**config.mk**
```make
export PLATFORM = sky130hd
export DESIGN_NAME = pll_reset_sequencer
export DESIGN_NICKNAME = d
export VERILOG_FILES = /design/src/rtl/pll_reset_sequencer.sv
export SDC_FILE = /design/constraint.sdc
export NUM_CORES = 1
export LEC_CHECK = 0
export BUFFER_PORTS_ARGS = -buffer_cell sky130_fd_sc_hd__buf_2
export CAP_MARGIN = 20
export CORE_AREA = 2 2 69 71
export DETAILED_ROUTE_END_ITERATION = 10
export DIE_AREA = 0 0 71 73
export PLACE_DENSITY = 0.71
export SETUP_SLACK_MARGIN = 0.4
export SLEW_MARGIN = 20
export SYNTH_ARGS = -nofsm -noshare
export SYNTH_HDL_FRONTEND = slang
export SYNTH_SLANG_ARGS = --single-unit
export TNS_END_PERCENT = 10
```
**constraint.sdc**
```tcl
create_clock -name CLK_IN -period 5.2 [get_ports CLK_IN]
set_clock_uncertainty 0.05 [all_clocks]
set_input_delay 0.26 -clock CLK_IN [delete_from_list [all_inputs] [get_ports CLK_IN]]
set_output_delay 0.26 -clock CLK_IN [all_outputs]
set_load 0.02 [all_outputs]
```
**src/rtl/pll_reset_sequencer.sv**
```systemverilog
// pll_reset_sequencer: drives the PLL RESET pin, qualifies the (asynchronous)
// PLL lock through a 2-flop synchronizer and releases the system reset only
// after lock has been continuously stable. Start-up is retried a bounded
// number of times before FAULT is raised.
//
// Build option PLL_SEQ_AUTO_RECOVER_EN:
//   defined   - lock loss while running re-runs the full PLL start-up sequence
//   undefined - lock loss while running goes straight to the fault state
module pll_reset_sequencer #(
  parameter int unsigned RST_HOLD_CYCLES     = 16,
  parameter int unsigned LOCK_STABLE_CYCLES  = 256,
  parameter int unsigned LOCK_TIMEOUT_CYCLES = 65536,
  parameter int unsigned MAX_RETRIES         = 3
) (
  input  logic       CLK_IN,
  input  logic       RESET,
  input  logic       RESTART,
  input  logic       PLL_LOCKED,
  output logic       PLL_RESET,
  output logic       SYS_RESET,
  output logic       READY,
  output logic       FAULT,
  output logic [3:0] RETRY_CNT
);

  localparam int HW = $clog2(RST_HOLD_CYCLES + 1);
  localparam int SW = $clog2(LOCK_STABLE_CYCLES + 1);
  localparam int TW = $clog2(LOCK_TIMEOUT_CYCLES + 1);

  typedef enum logic [2:0] {PRST, WAIT, STABLE, RUN, FLT} state_t;

  state_t        state;
  logic [HW-1:0] hold_cnt;
  logic [SW-1:0] stab_cnt;
  logic [TW-1:0] tmo_cnt;
  logic          lock_m, lock_s;

  // Two-flop synchronizer for the asynchronous PLL lock indication
  always_ff @(posedge CLK_IN) begin
    if (RESET) begin
      lock_m <= 1'b0;
      lock_s <= 1'b0;
    end else begin
      lock_m <= PLL_LOCKED;
      lock_s <= lock_m;
    end
  end

  // Sequencer FSM; every output is updated on the same edge as its state change
  always_ff @(posedge CLK_IN) begin
    if (RESET || RESTART) begin
      // RESET and RESTART have identical effect on the sequencer; RESET alone
      // also clears the synchronizer above.
      state     <= PRST;
      hold_cnt  <= '0;
      stab_cnt  <= '0;
      tmo_cnt   <= '0;
      RETRY_CNT <= '0;
      PLL_RESET <= 1'b1;
      SYS_RESET <= 1'b1;
      READY     <= 1'b0;
      FAULT     <= 1'b0;
    end else begin
      case (state)
        PRST: begin
          if (hold_cnt == HW'(RST_HOLD_CYCLES - 1)) begin
            state     <= WAIT;
            hold_cnt  <= '0;
            tmo_cnt   <= '0;
            PLL_RESET <= 1'b0;
          end else begin
            hold_cnt <= hold_cnt + 1'b1;
          end
        end
        WAIT: begin
          if (lock_s) begin
            state    <= STABLE;
            stab_cnt <= '0;
          end else if (tmo_cnt == TW'(LOCK_TIMEOUT_CYCLES - 1)) begin
            tmo_cnt   <= '0;
            hold_cnt  <= '0;
            PLL_RESET <= 1'b1;
            if (RETRY_CNT != 4'(MAX_RETRIES))
              RETRY_CNT <= RETRY_CNT + 4'd1;
            if (RETRY_CNT + 4'd1 >= 4'(MAX_RETRIES)) begin
              state <= FLT;
              FAULT <= 1'b1;
            end else begin
              state <= PRST;
            end
          end else begin
            tmo_cnt <= tmo_cnt + 1'b1;
          end
        end
        STABLE: begin
          // stab_cnt counts lock_s cycles seen after entry; any drop restarts
          // qualification with a fresh timeout window.
          if (!lock_s) begin
            state    <= WAIT;
            stab_cnt <= '0;
            tmo_cnt  <= '0;
          end else if (stab_cnt == SW'(LOCK_STABLE_CYCLES)) begin
            state     <= RUN;
            SYS_RESET <= 1'b0;
            READY     <= 1'b1;
          end else begin
            stab_cnt <= stab_cnt + 1'b1;
          end
        end
        RUN: begin
          if (!lock_s) begin
            SYS_RESET <= 1'b1;
            READY     <= 1'b0;
            PLL_RESET <= 1'b1;
`ifdef PLL_SEQ_AUTO_RECOVER_EN
            state     <= PRST;
            hold_cnt  <= '0;
`else
            state     <= FLT;
            FAULT     <= 1'b1;
`endif
          end
        end
        FLT: begin
          state <= FLT;
        end
        default: begin
          state     <= PRST;
          hold_cnt  <= '0;
          PLL_RESET <= 1'b1;
          SYS_RESET <= 1'b1;
          READY     <= 1'b0;
          FAULT     <= 1'b0;
        end
      endcase
    end
  end

endmodule

```
# Word-level counts from Yosys, hierarchy flattened
# Index checks and enable logic that the tools add are counted.
# classes
n_addsub,4
order_cmp,1
n_eq_ne,20
muxes,37
bitwise,5
n_reduce_logical,16
# ops
op,count
$mux 17,4
$pmux 17 s3,1
$mux 9,3
$mux 3,7
$ne 2x2->1 const B,9
$pmux 9 s2,1
$add 17x1->17 const B,1
$eq 17x16->1 const B,1
$reduce_and 4->1,4
$mux 5,3
$pmux 3 s5,1
$pmux 5 s3,1
$mux 1,12
$reduce_and 5->1,2
$add 9x1->9 const B,1
$eq 9x9->1 const B,1
$ne 3x3->1 const B,3
$pmux 1 s3,3
$reduce_or 3->1,3
$eq 3x2->1 const B,2
$reduce_and 3->1,2
$add 5x1->5 const B,1
$eq 5x4->1 const B,1
$not 1->1,5
11 further kinds,11
# totals
reg_bits,44
out_inout_bits,8

# Longest topological paths before layout
# Gate-level depths: netlist of run 1.
# depth
depth_word,6
ltp_mapped,8
depth_no_buf,7

# Least setup slack after synthesis of run 1
# No wires, ideal clock.
# synth_path
path_type,flip-flop to flip-flop
from,reg tmo_cnt[0]
to,reg tmo_cnt[11]
setup_ps,120
arrival_time_ps,2021
required_time_ps,5030
path_slack_ps,3009
stages_incl_launch_ff,9
synth_period_minus_slack_ps,2191
cell_sequence,dfxtp_1 ha_1 nand4_1 or4_1 buf_2 and2_1 buf_6 and3_1 o31a_1
# synth_between
elab_chain_cells,4
# synth_rtl
element,line,rtl
start: declaration,35,logic [TW-1:0] tmo_cnt;
start signal: assignment,92,tmo_cnt <= tmo_cnt + 1'b1;
$add 17x1->17 or $eq 17x16->1 (tied branches),"92, 79",
$mux 17 (*),79,end else if (tmo_cnt == TW'(LOCK_TIMEOUT_CYCLES - 1)) begin
$mux 17 (*),76,if (lock_s) begin
$pmux 17 s3 (*),64,case (state)
# Mark *: on every way between the ends. The rest lies on a longest branch, timed or not. The select of a mux whose other input is x is not followed.
# A chain may end at the register's enable or synchronous reset.

# Worst setup path after layout of run 1
# Same ends and word-level chain as after synthesis.

==> run_results.csv, run 1 <==
group,metric,value,unit
detailed_routing,routed_wirelength,5210,um
place,dp_slack,2.88,ns
yosys,synth_enable_flop_cells,0,
detailed_routing,drt_pass1_iterations,4,
global_route,grt_pass1_wl,8730,um
worst_setup_path,cp_data_required_time,5.35,ns
min_path,min_path_type,"in2reg",
cts,cts_root_buf,"clkbuf_8",
timing,max_slew_margin,37.9,%
global_route,grt_use_total,20.8,%
yosys,synth_xor_area_share,3.35,%
yosys,yosys-top-cells-area,"dfxtp_1 (37%), nand3_1 (5.1%), a21oi_1 (4.9%)",
power_and_ir_drop,power_density,230,nW/um^2
timing,finalHoldViolCount,0,
cells_and_area,nets,308,
yosys,ys_async_sr_fraction,0,%
cts,cts_hold_buf,0,
yosys,yosys_warnings,0,
yosys,synth_area_leader_cell,"dfxtp_1",
cts,clockBufferDepth,2,
run,cap_violations,0,
floorplanning,initial_core_util,51.9,%
cells_and_area,design_area,2520,um^2
yosys,ys_seq_elements,44,
worst_setup_path,arrival,2.50,ns
status,outcome,"finished, final reports clean",
floorplanning,dieArea,5180,um^2
yosys,synth_fp_nets,302,
global_route,grt_antenna_before_repair,0,
yosys,synthCells,292,
floorplanning,die_h,73,um
cells_and_area,multi_input_area,1380,um^2
floorplanning,design.core.area,4540,um^2
yosys,synth_compound_area_share,20.0,%
yosys,ys_types,54,
worst_setup_path,worstSetupPathType,"reg2reg",
place,io_buffers,11,
worst_setup_path,critPathMaxFanout,7,
floorplanning,fp-row-count,25,
detailed_routing,drt_iter0_markers,149,
timing,maxSlewViolCount,0,
detailed_routing,wl_per_cell,14.8,um
cts,cts_tree,"done",
timing,tns,0,ns
power_and_ir_drop,p_total,579,uW
floorplanning,die_w,71,um
cts,cts_max_level,2,
timing,period_needed,2.36,ns
cells_and_area,antenna_cells,0,
place,post_dp_cell_area,2420,um^2
yosys,syn_area,2350,um^2
detailed_routing,drcViolationCount,0,
global_route,grt_pass1_vias,1903,
cts,clk_latency,0.30,ns
yosys,synth_top_family_by_area,"simple AND/OR/NAND/NOR gates",
place,gp_congestion,0.905,
global_route,grt_max_degree,24,
worst_setup_path,worstSetupEndpointType,"flip-flop",
cts,path_clk_slew,0.08,ns
timing,rsz0062_at_grt,"no",
cells_and_area,drive_gt1_share,8.70,%
yosys,synth_fa_ha_area_share,3.19,%
timing,fmax,424,MHz
worst_setup_path,critPathLaunchType,"flip-flop",
detailed_routing,vias_per_cell,6.21,
yosys,yosys.area_share.simple,30.8,%
floorplanning,io_pins,12,
timing,fin_crit_sh,45.3,%
place,place_hpwl,3590,um
timing,setup_viol,0,
yosys,ys.flop_type,"dfxtp_1",
cts,numClockSinks,44,
detailed_routing,vias,2192,
timing,worst_pin_slew,0.927,ns
cells_and_area,fin_util,55.5,%
detailed_routing,antenna_left,0,
power_and_ir_drop,p_leak,0.857,nW
cells_and_area,n_fill_cell,426,
cts,post_cts_buffers,0,
yosys,synth.avg_cell_area,8.06,um^2
cts,cts_repair_resize_count,0,
yosys,ys_seq_area_share,37.4,%
global_route,overflow,0,
power_and_ir_drop,max-vdd-ir-drop,0.189,mV
yosys,synth_top_area_share,37.4,%
timing,setup_slack,2.84,ns
yosys,synth_mux_area_share,1.38,%
cells_and_area,area_growth,6.96,%
cts,cts-buffers-inserted,5,
cells_and_area,seq_area,881,um^2
[routing by layer]
| layer | GRT usage (%) | vias up | part of all wire, % |
|---|---|---|---|
| li1 | - | 1098 | - |
| met1 | 27.3 | 1036 | 48 |
| met2 | 33.4 | 49 | 47 |
| met3 | 4.56 | 9 | 4.0 |
| met4 | 8.39 | 0 | 1.7 |
| met5 | 0 | - | 0 |
[cells in the mapped netlist (2+ instances only)]
| master | instances |
|---|---|
| dfxtp_1 | 44 |
| nor2_1 | 29 |
| nand3_1 | 24 |
| a21oi_1 | 23 |
| nand2_1 | 21 |
| o21ai_0 | 14 |
| clkbuf_1 | 9 |
| or3_1 | 9 |
| and3_1 | 8 |
| inv_1 | 8 |
| nor3_1 | 8 |
| xor2_1 | 7 |
| ha_1 | 6 |
| nand4_1 | 6 |
| a31oi_1 | 5 |
| nand4b_1 | 4 |
| a211oi_1 | 3 |
| a22oi_1 | 3 |
| and2_1 | 3 |
| and4_1 | 3 |
| buf_2 | 3 |
| nand2b_1 | 3 |
| nor2b_1 | 3 |
| nor4_1 | 3 |
| o21a_1 | 3 |
| o31ai_1 | 3 |
| a311oi_1 | 2 |
| a32oi_1 | 2 |
| mux2_2 | 2 |
| nand3b_1 | 2 |
| nor4b_1 | 2 |
| o211ai_1 | 2 |
| or2_2 | 2 |
| or4_1 | 2 |
| xnor2_1 | 2 |
[power by group]
part | switching [mW] | total (mW) | internal (mW) | leakage [nW]
combinational | 0.00852 | 0.0119 | 0.00342 | 0.458
clock | 0.118 | 0.227 | 0.108 | 0.0445
sequential | 0.00225 | 0.340 | 0.338 | 0.355
[state kept, by name, indices dropped and copies added (netlist names)]
signal,flops
hold_cnt,5
PLL_RESET,1
READY,1
RETRY_CNT,4
state,3
stab_cnt,9
FAULT,1
SYS_RESET,1
lock_s,1
tmo_cnt,17
lock_m,1
[cells by family after synthesis]
kind of cell,Yosys count
AND/OR/NAND/NOR,136
adder cells (fa/ha/maj),6
XOR/XNOR,9
multiplexers,3
AO/OA/AOI/OAI,73
flip-flops,44
buffers and inverters,21
[layout make-up]
cell class,count,area share [%]
inverter,8,1.19
clock inverter,1,0.298
clock buffer,7,3.43
tap,54,2.68
multi-input combinational,227,54.9
timing repair buffer,12,2.48
sequential,44,35.0
[worst paths after layout]
kind                                                 end                    start  depth (start not counted)  slack [ns]
worst min register to register         lock_s$_SDFF_PP0_        lock_m$_SDFF_PP0_                          1        0.39
worst max-delay path            tmo_cnt[11]$_SDFFE_PP0P_  tmo_cnt[0]$_SDFFE_PP0P_                          6        2.84
worst min-delay path                   lock_s$_SDFF_PP0_                    RESET                          2        0.12
worst max register to register  tmo_cnt[11]$_SDFFE_PP0P_  tmo_cnt[0]$_SDFFE_PP0P_                          6        2.84
[stage by stage]
| stage | hold slack [ns] | cells |
|---|---|---|
| floorplan | 0.282 | 292 |
| global placement | 0.369 | 345 |
| detailed placement | 0.373 | 345 |
| CTS | 0.124 | 353 |
| global route | 0.137 | 353 |
| finish | 0.122 | 353 |
[cells in the final DEF (no fill, tap or decap), types with 4 or more instances in the layout]
master | Yosys | layout
nand4b_1 | 4 | 4
nand4_1 | 6 | 6
a21oi_1 | 23 | 23
inv_1 | 8 | 8
o21ai_0 | 14 | 14
nand2_1 | 21 | 21
nor3_1 | 8 | 8
or3_1 | 9 | 9
dfxtp_1 | 44 | 44
nand3_1 | 24 | 24
buf_2 | 3 | 11
ha_1 | 6 | 6
nor2_1 | 29 | 29
a31oi_1 | 5 | 5
xor2_1 | 7 | 7
and3_1 | 8 | 8
clkbuf_8 | 0 | 6
[critical path, stage by stage, from the launching register on]
cell     delay (ns)
dfxtp_1        0.40
ha_1           0.22
nand4_1        0.14
or4_1          0.66
and2_1         0.30
and3_1         0.19
o31a_1         0.28
Power figures use the tool's default switching activity.
==> run 2, diff against run 1 <==
==> constraint.sdc (replaced) <==
create_clock -name CLK_IN -period 2.4 [get_ports CLK_IN]
set_clock_uncertainty 0.05 [all_clocks]
set_input_delay 0.12 -clock CLK_IN [delete_from_list [all_inputs] [get_ports CLK_IN]]
set_output_delay 0.12 -clock CLK_IN [all_outputs]
set_load 0.02 [all_outputs]
==> run_results.csv, run 2 (same netlist as run 1, synthesis figures left out) <==
group,metric,value,unit
status,outcome,"finished, final reports clean",
global_route,grt_use_total,20.7,%
global_route,grt_pass1_wl,8670,um
cts,cts_tree,"done",
cells_and_area,regMostFlops,"tmo_cnt",
worst_setup_path,r2r_slack,0.39,ns
detailed_routing,vias,2158,
cts,post_cts_buffers,0,
cts,clockBufferDepth,2,
floorplanning,fp-row-count,25,
timing,rsz0062_at_grt,"yes",
cts,clk_latency,0.29,ns
worst_setup_path,timing.rr.start,"tmo_cnt[1]$_SDFFE_PP0P_",
timing,finalHoldViolCount,0,
cells_and_area,layout_commonest_cell,"dfxtp_1",
global_route,grt_max_degree,24,
timing,max_slew_margin,57.8,%
cells_and_area,mostFrequentLayoutCells,"dfxtp_1 (38), nor2_1 (29), nand3_1 (23), a21oi_1 (23), nand2_1 (20)",
cells_and_area,instances_no_fill,362,
cells_and_area,reg_top3,"tmo_cnt: 17 flops, stab_cnt: 9 flops, hold_cnt: 5 flops",
worst_setup_path,rr_worst_depth,6,
power_and_ir_drop,p_total,1.38,mW
detailed_routing,drt_iter0_markers,128,
timing,maxSlewViolCount,0,
place,dp_cells,351,
timing,tns,0,ns
global_route,grt_antenna_before_repair,0,
min_path,whs_endpoint,"RETRY_CNT[2]$_SDFFE_PP0P_",
min_path,min_from,"RESTART",
detailed_routing,vias_per_cell,5.96,
cts,cts_max_level,2,
cts,cts-buffers-inserted,5,
detailed_routing,drt_pass1_iterations,4,
timing,fin_crit_sh,83.6,%
timing,setup_viol,0,
cells_and_area,nets,317,
cells_and_area,area_growth,13.7,%
worst_setup_path,crit_path_max_incr_delay,0.49,ns
worst_setup_path,critPathLaunchType,"flip-flop",
worst_setup_path,worst_path_max_delay_cell,"or4_4",
cells_and_area,drive_gt1_share,15.3,%
worst_setup_path,worstSetupEndpointType,"flip-flop",
detailed_routing,wl_per_cell,14.3,um
worst_setup_path,arrival,2.14,ns
worst_setup_path,crit_buf_inv,0,
min_path,min_path_cells,3,
detailed_routing,antenna_left,0,
cells_and_area,n_fill_cell,424,
cts,numClockSinks,44,
min_path,min_path_type,"in2reg",
power_and_ir_drop,max-vdd-ir-drop,0.359,mV
worst_setup_path,r2r-end,"tmo_cnt[11]$_SDFFE_PP0P_",
timing,period_needed,2.01,ns
cts,cts_root_buf,"clkbuf_8",
place,gp_congestion,0.814,
worst_setup_path,cp_cell_sequence,"ha_4 > nand4_1 > or4_4 > and2_4 > and3_4 > o31a_1",
global_route,overflow,0,
cells_and_area,antenna_cells,0,
power_and_ir_drop,power_density,514,nW/um^2
place,place_hpwl,3700,um
detailed_routing,routed_wirelength,5180,um
floorplanning,die_h,73,um
floorplanning,design.core.area,4540,um^2
timing,fmax,498,MHz
run,cap_violations,0,
timing,worst_pin_slew,0.628,ns
cells_and_area,largest_register_ffs,17,
worst_setup_path,worstSetupPathType,"reg2reg",
cts,path_clk_slew,0.08,ns
global_route,grt_pass1_vias,1899,
floorplanning,initial_core_util,51.9,%
detailed_routing,drcViolationCount,0,
worst_setup_path,cp_data_required_time,2.53,ns
worst_setup_path,cpLargestDelayFamily,"simple AND/OR/NAND/NOR gates",
floorplanning,io_pins,12,
worst_setup_path,critPathMaxFanout,7,
floorplanning,dieArea,5180,um^2
power_and_ir_drop,p_leak,0.930,nW
place,io_buffers,11,
floorplanning,die_w,71,um
-- run 2: cell types whose count changed in the layout (fill, tap and decap cells not counted), moves of 2 or more --
cell / change
dfxtp_1: -6
buf_4: +6
dlygate4sd3_1: +3
nor4b_2: +2
dfxtp_2: +6
nor4b_1: -2
-- run 2: worst max-delay path by stage --
stage,startpoint,endpoint,slack [ns],cells after the start
after global routing,state[1]$_SDFFE_PP0P_,tmo_cnt[14]$_SDFFE_PP0P_,0.31,5
after CTS,state[1]$_SDFFE_PP0P_,tmo_cnt[14]$_SDFFE_PP0P_,0.39,5
final,tmo_cnt[1]$_SDFFE_PP0P_,tmo_cnt[11]$_SDFFE_PP0P_,0.39,6
after global placement,state[1]$_SDFFE_PP0P_,tmo_cnt[14]$_SDFFE_PP0P_,0.40,5
after detailed placement,stab_cnt[0]$_SDFFE_PP0P_,state[0]$_SDFFE_PP0P_,0.34,7
after floorplan,tmo_cnt[13]$_SDFFE_PP0P_,tmo_cnt[11]$_SDFFE_PP0P_,0.40,8
-- run 2: worst register-to-register path: stages, from the launching register on --
cell	delay (ns)
dfxtp_2	0.40
ha_4	0.16
nand4_1	0.14
or4_4	0.49
and2_4	0.22
and3_4	0.17
o31a_1	0.27
-- run 2: timing repair --
item,in CTS,in global routing
endpoints found under the hold margin,2,0
gates resized for setup,2,3
setup endpoints to repair,3,13
hold buffers,3,0
-- run 2: report_power, final --
group	internal, mW	leakage, nW	switching [mW]
sequential	0.732	0.358	0.00341
combinational	0.0125	0.508	0.0218
clock	0.367	0.0645	0.240
-- run 2: through the flow --
stage	utilization, %	area [um^2]	worst slack, ns	hold WS (ns)
6_report	59.0	2680	0.393	0.0707
5_1_grt	59.0	2680	0.310	0.0783
4_1_cts	58.7	2660	0.386	0.0605
3_5_place_dp	55.1	2500	0.337	0.283
3_3_place_gp	55.1	2500	0.405	0.284
2_1_floorplan	-	2400	0.397	0.142
-- run 2: area by class of cell --
type,instances,area (um^2),area share [%]
clock buffer,7,96.3,3.60
clock inverter,1,30.0,1.12
inverter,8,30.0,1.12
multi-input combinational,227,1430,53.3
sequential,44,888,33.2
tap,54,67.6,2.52
timing repair buffer,21,138,5.14
-- run 2: metal layers --
layer | vias up | GRT usage, % | wire length, um
met3 | 5 | 4.28 | 170
met1 | 1006 | 27.1 | 2570
met2 | 30 | 34.7 | 2390
met5 | - | 0 | 0
li1 | 1117 | - | -
met4 | 0 | 6.08 | 44
==> run 3, diff against run 2 <==
==> constraint.sdc (replaced) <==
create_clock -name CLK_IN -period 2.1 [get_ports CLK_IN]
set_clock_uncertainty 0.05 [all_clocks]
set_input_delay 0.105 -clock CLK_IN [delete_from_list [all_inputs] [get_ports CLK_IN]]
set_output_delay 0.105 -clock CLK_IN [all_outputs]
set_load 0.02 [all_outputs]
==> run_results.csv, run 3 (same netlist as run 1, synthesis figures left out) <==
group,metric,value,unit
status,outcome,"finished with violations",
status,violations,"hold timing",
detailed_routing,vias_per_cell,6.05,
timing,worst_pin_slew,0.575,ns
power_and_ir_drop,p_comb_share,3.0,%
place,place_hpwl,4000,um
cts,clockBufferDepth,2,
timing,hold_slack,-0.00290,ns
power_and_ir_drop,switching_share,22.7,%
global_route,overflow,0,
power_and_ir_drop,internal-power,1.07,mW
worst_setup_path,worstSetupEndpointType,"flip-flop",
cells_and_area,mostFrequentLayoutCells,"dfxtp_1 (32), nor2_1 (28), buf_4 (26), nand3_1 (23), a21oi_1 (21)",
power_and_ir_drop,net-switching-power,312,uW
floorplanning,die_h,73,um
global_route,grt_antenna_before_repair,0,
timing,period_needed,1.87,ns
floorplanning,dieArea,5180,um^2
cells_and_area,largest_register_ffs,17,
place,io_buffers,11,
timing,rsz0062_at_grt,"yes",
power_and_ir_drop,power_density,468,nW/um^2
detailed_routing,antenna_left,0,
cells_and_area,regMostFlops,"tmo_cnt",
place,post_dp_cell_area,2590,um^2
cts,path_clk_slew,0.09,ns
timing,max_slew_margin,61.4,%
cells_and_area,reg_top3,"tmo_cnt: 17 flops, stab_cnt: 9 flops, hold_cnt: 5 flops",
worst_setup_path,critPathMaxFanout,3,
worst_setup_path,critPathLaunchType,"flip-flop",
timing,setup_viol,0,
place,gp_congestion,0.818,
timing,setup_slack,0.231,ns
timing,tns,0,ns
global_route,grt_use_total,23.2,%
cells_and_area,nets,339,
power_and_ir_drop,p_total,1.38,mW
cells_and_area,drive_gt1_share,27.1,%
worst_setup_path,worstSetupPathType,"reg2reg",
detailed_routing,drcViolationCount,0,
timing,finalHoldViolCount,1,
timing,maxSlewViolCount,0,
floorplanning,die_w,71,um
floorplanning,initial_core_util,51.9,%
cts,cts_tree,"done",
detailed_routing,vias,2318,
global_route,grt_pass1_vias,2059,
worst_setup_path,cp_data_required_time,2.25,ns
cts,cts-buffers-inserted,5,
cts,numClockSinks,44,
detailed_routing,routed_wirelength,6110,um
global_route,grt_pass1_wl,9650,um
timing,fmax,535,MHz
cells_and_area,design_area,2950,um^2
cells_and_area,fin_util,65.0,%
place,dp_slack,0.113,ns
power_and_ir_drop,max-vdd-ir-drop,0.295,mV
power_and_ir_drop,seqPwrFrac,60.1,%
cells_and_area,antenna_cells,0,
floorplanning,design.core.area,4540,um^2
cts,clk_latency,0.30,ns
timing,fin_crit_sh,89.0,%
min_path,min_path_type,"in2reg",
run,cap_violations,0,
power_and_ir_drop,pwr-share-clk,36.9,%
detailed_routing,wl_per_cell,15.9,um
worst_setup_path,arrival,2.02,ns
cts,cts_max_level,2,
global_route,grt_max_degree,24,
power_and_ir_drop,p_leak,1.05,nW
cells_and_area,area_growth,25.1,%
detailed_routing,drt_iter0_markers,134,
floorplanning,io_pins,12,
cts,cts_root_buf,"clkbuf_8",
detailed_routing,drt_pass1_iterations,4,
cells_and_area,layout_commonest_cell,"dfxtp_1",
floorplanning,fp-row-count,25,
==> run 3: cell types whose count changed in the layout (fill, tap and decap cells not counted), moves of 3 or more <==
cell and delta:
buf_6 +5, dfxtp_4 +9, dfxtp_2 -3, dfxtp_1 -6
buf_4 +19
==> run 3: final cells by class <==
type	count	area [um^2]
flip-flops and latches	44	918
inverters	8	32.5
clock inverters	1	5.00
well taps	54	67.6
repair buffers	43	317
clock buffers	6	72.6
multi-input cells	227	1530
fillers	365	1590
==> run 3: power groups by stage <==
stage	logic, mW	clock network, mW	registers [mW]
after floorplan	0.0220	0	0.859
after global placement	0.0380	0	0.859
after detailed placement	0.0384	0	0.859
after CTS	0.0402	0.519	0.837
after global routing	0.0452	0.539	0.828
final	0.0414	0.509	0.828
==> run 3: repair_timing <==
item | CTS | global route
buffers inserted | 9 | 3
hold endpoints to repair | 2 | 0
pin swaps | 7 | 6
resized for setup | 13 | 36
setup endpoints to repair | 30 | 38
hold buffers | 1 | 0
==> run 3: metal layers <==
layer	part of all wire, %	vias up	global-route usage [%]
met5	0	-	0
met4	1.1	0	7.55
met3	4.5	8	4.56
met2	49	61	38.0
met1	45	1091	30.7
li1	-	1158	-
==> run 3: final timing paths <==
| path | from | end | slack, ns | cells past startpoint |
|---|---|---|---|---|
| worst min-delay path | PLL_LOCKED | lock_m$_SDFF_PP0_ | -0.003 | 2 |
| worst min register to register | lock_m$_SDFF_PP0_ | lock_s$_SDFF_PP0_ | 0.40 | 1 |
| worst max register to register | tmo_cnt[0]$_SDFFE_PP0P_ | tmo_cnt[11]$_SDFFE_PP0P_ | 0.23 | 6 |
| worst max-delay path | tmo_cnt[0]$_SDFFE_PP0P_ | tmo_cnt[11]$_SDFFE_PP0P_ | 0.23 | 6 |
==> run 3: worst max-delay path, cell delays in order, from the launching register on <==
cell and delay [ns]:
dfxtp_4 0.37, ha_4 0.13, nand4_1 0.13, or4_4 0.48, and2_4 0.20, and3_4 0.16, o31a_1 0.26
==> run 3: through the flow <==
stage,hold WS [ns],cells
finish,-0.00290,383
global route,0.0178,383
CTS,0.00163,380
detailed placement,0.289,363
global placement,0.264,363
floorplan,0.127,292
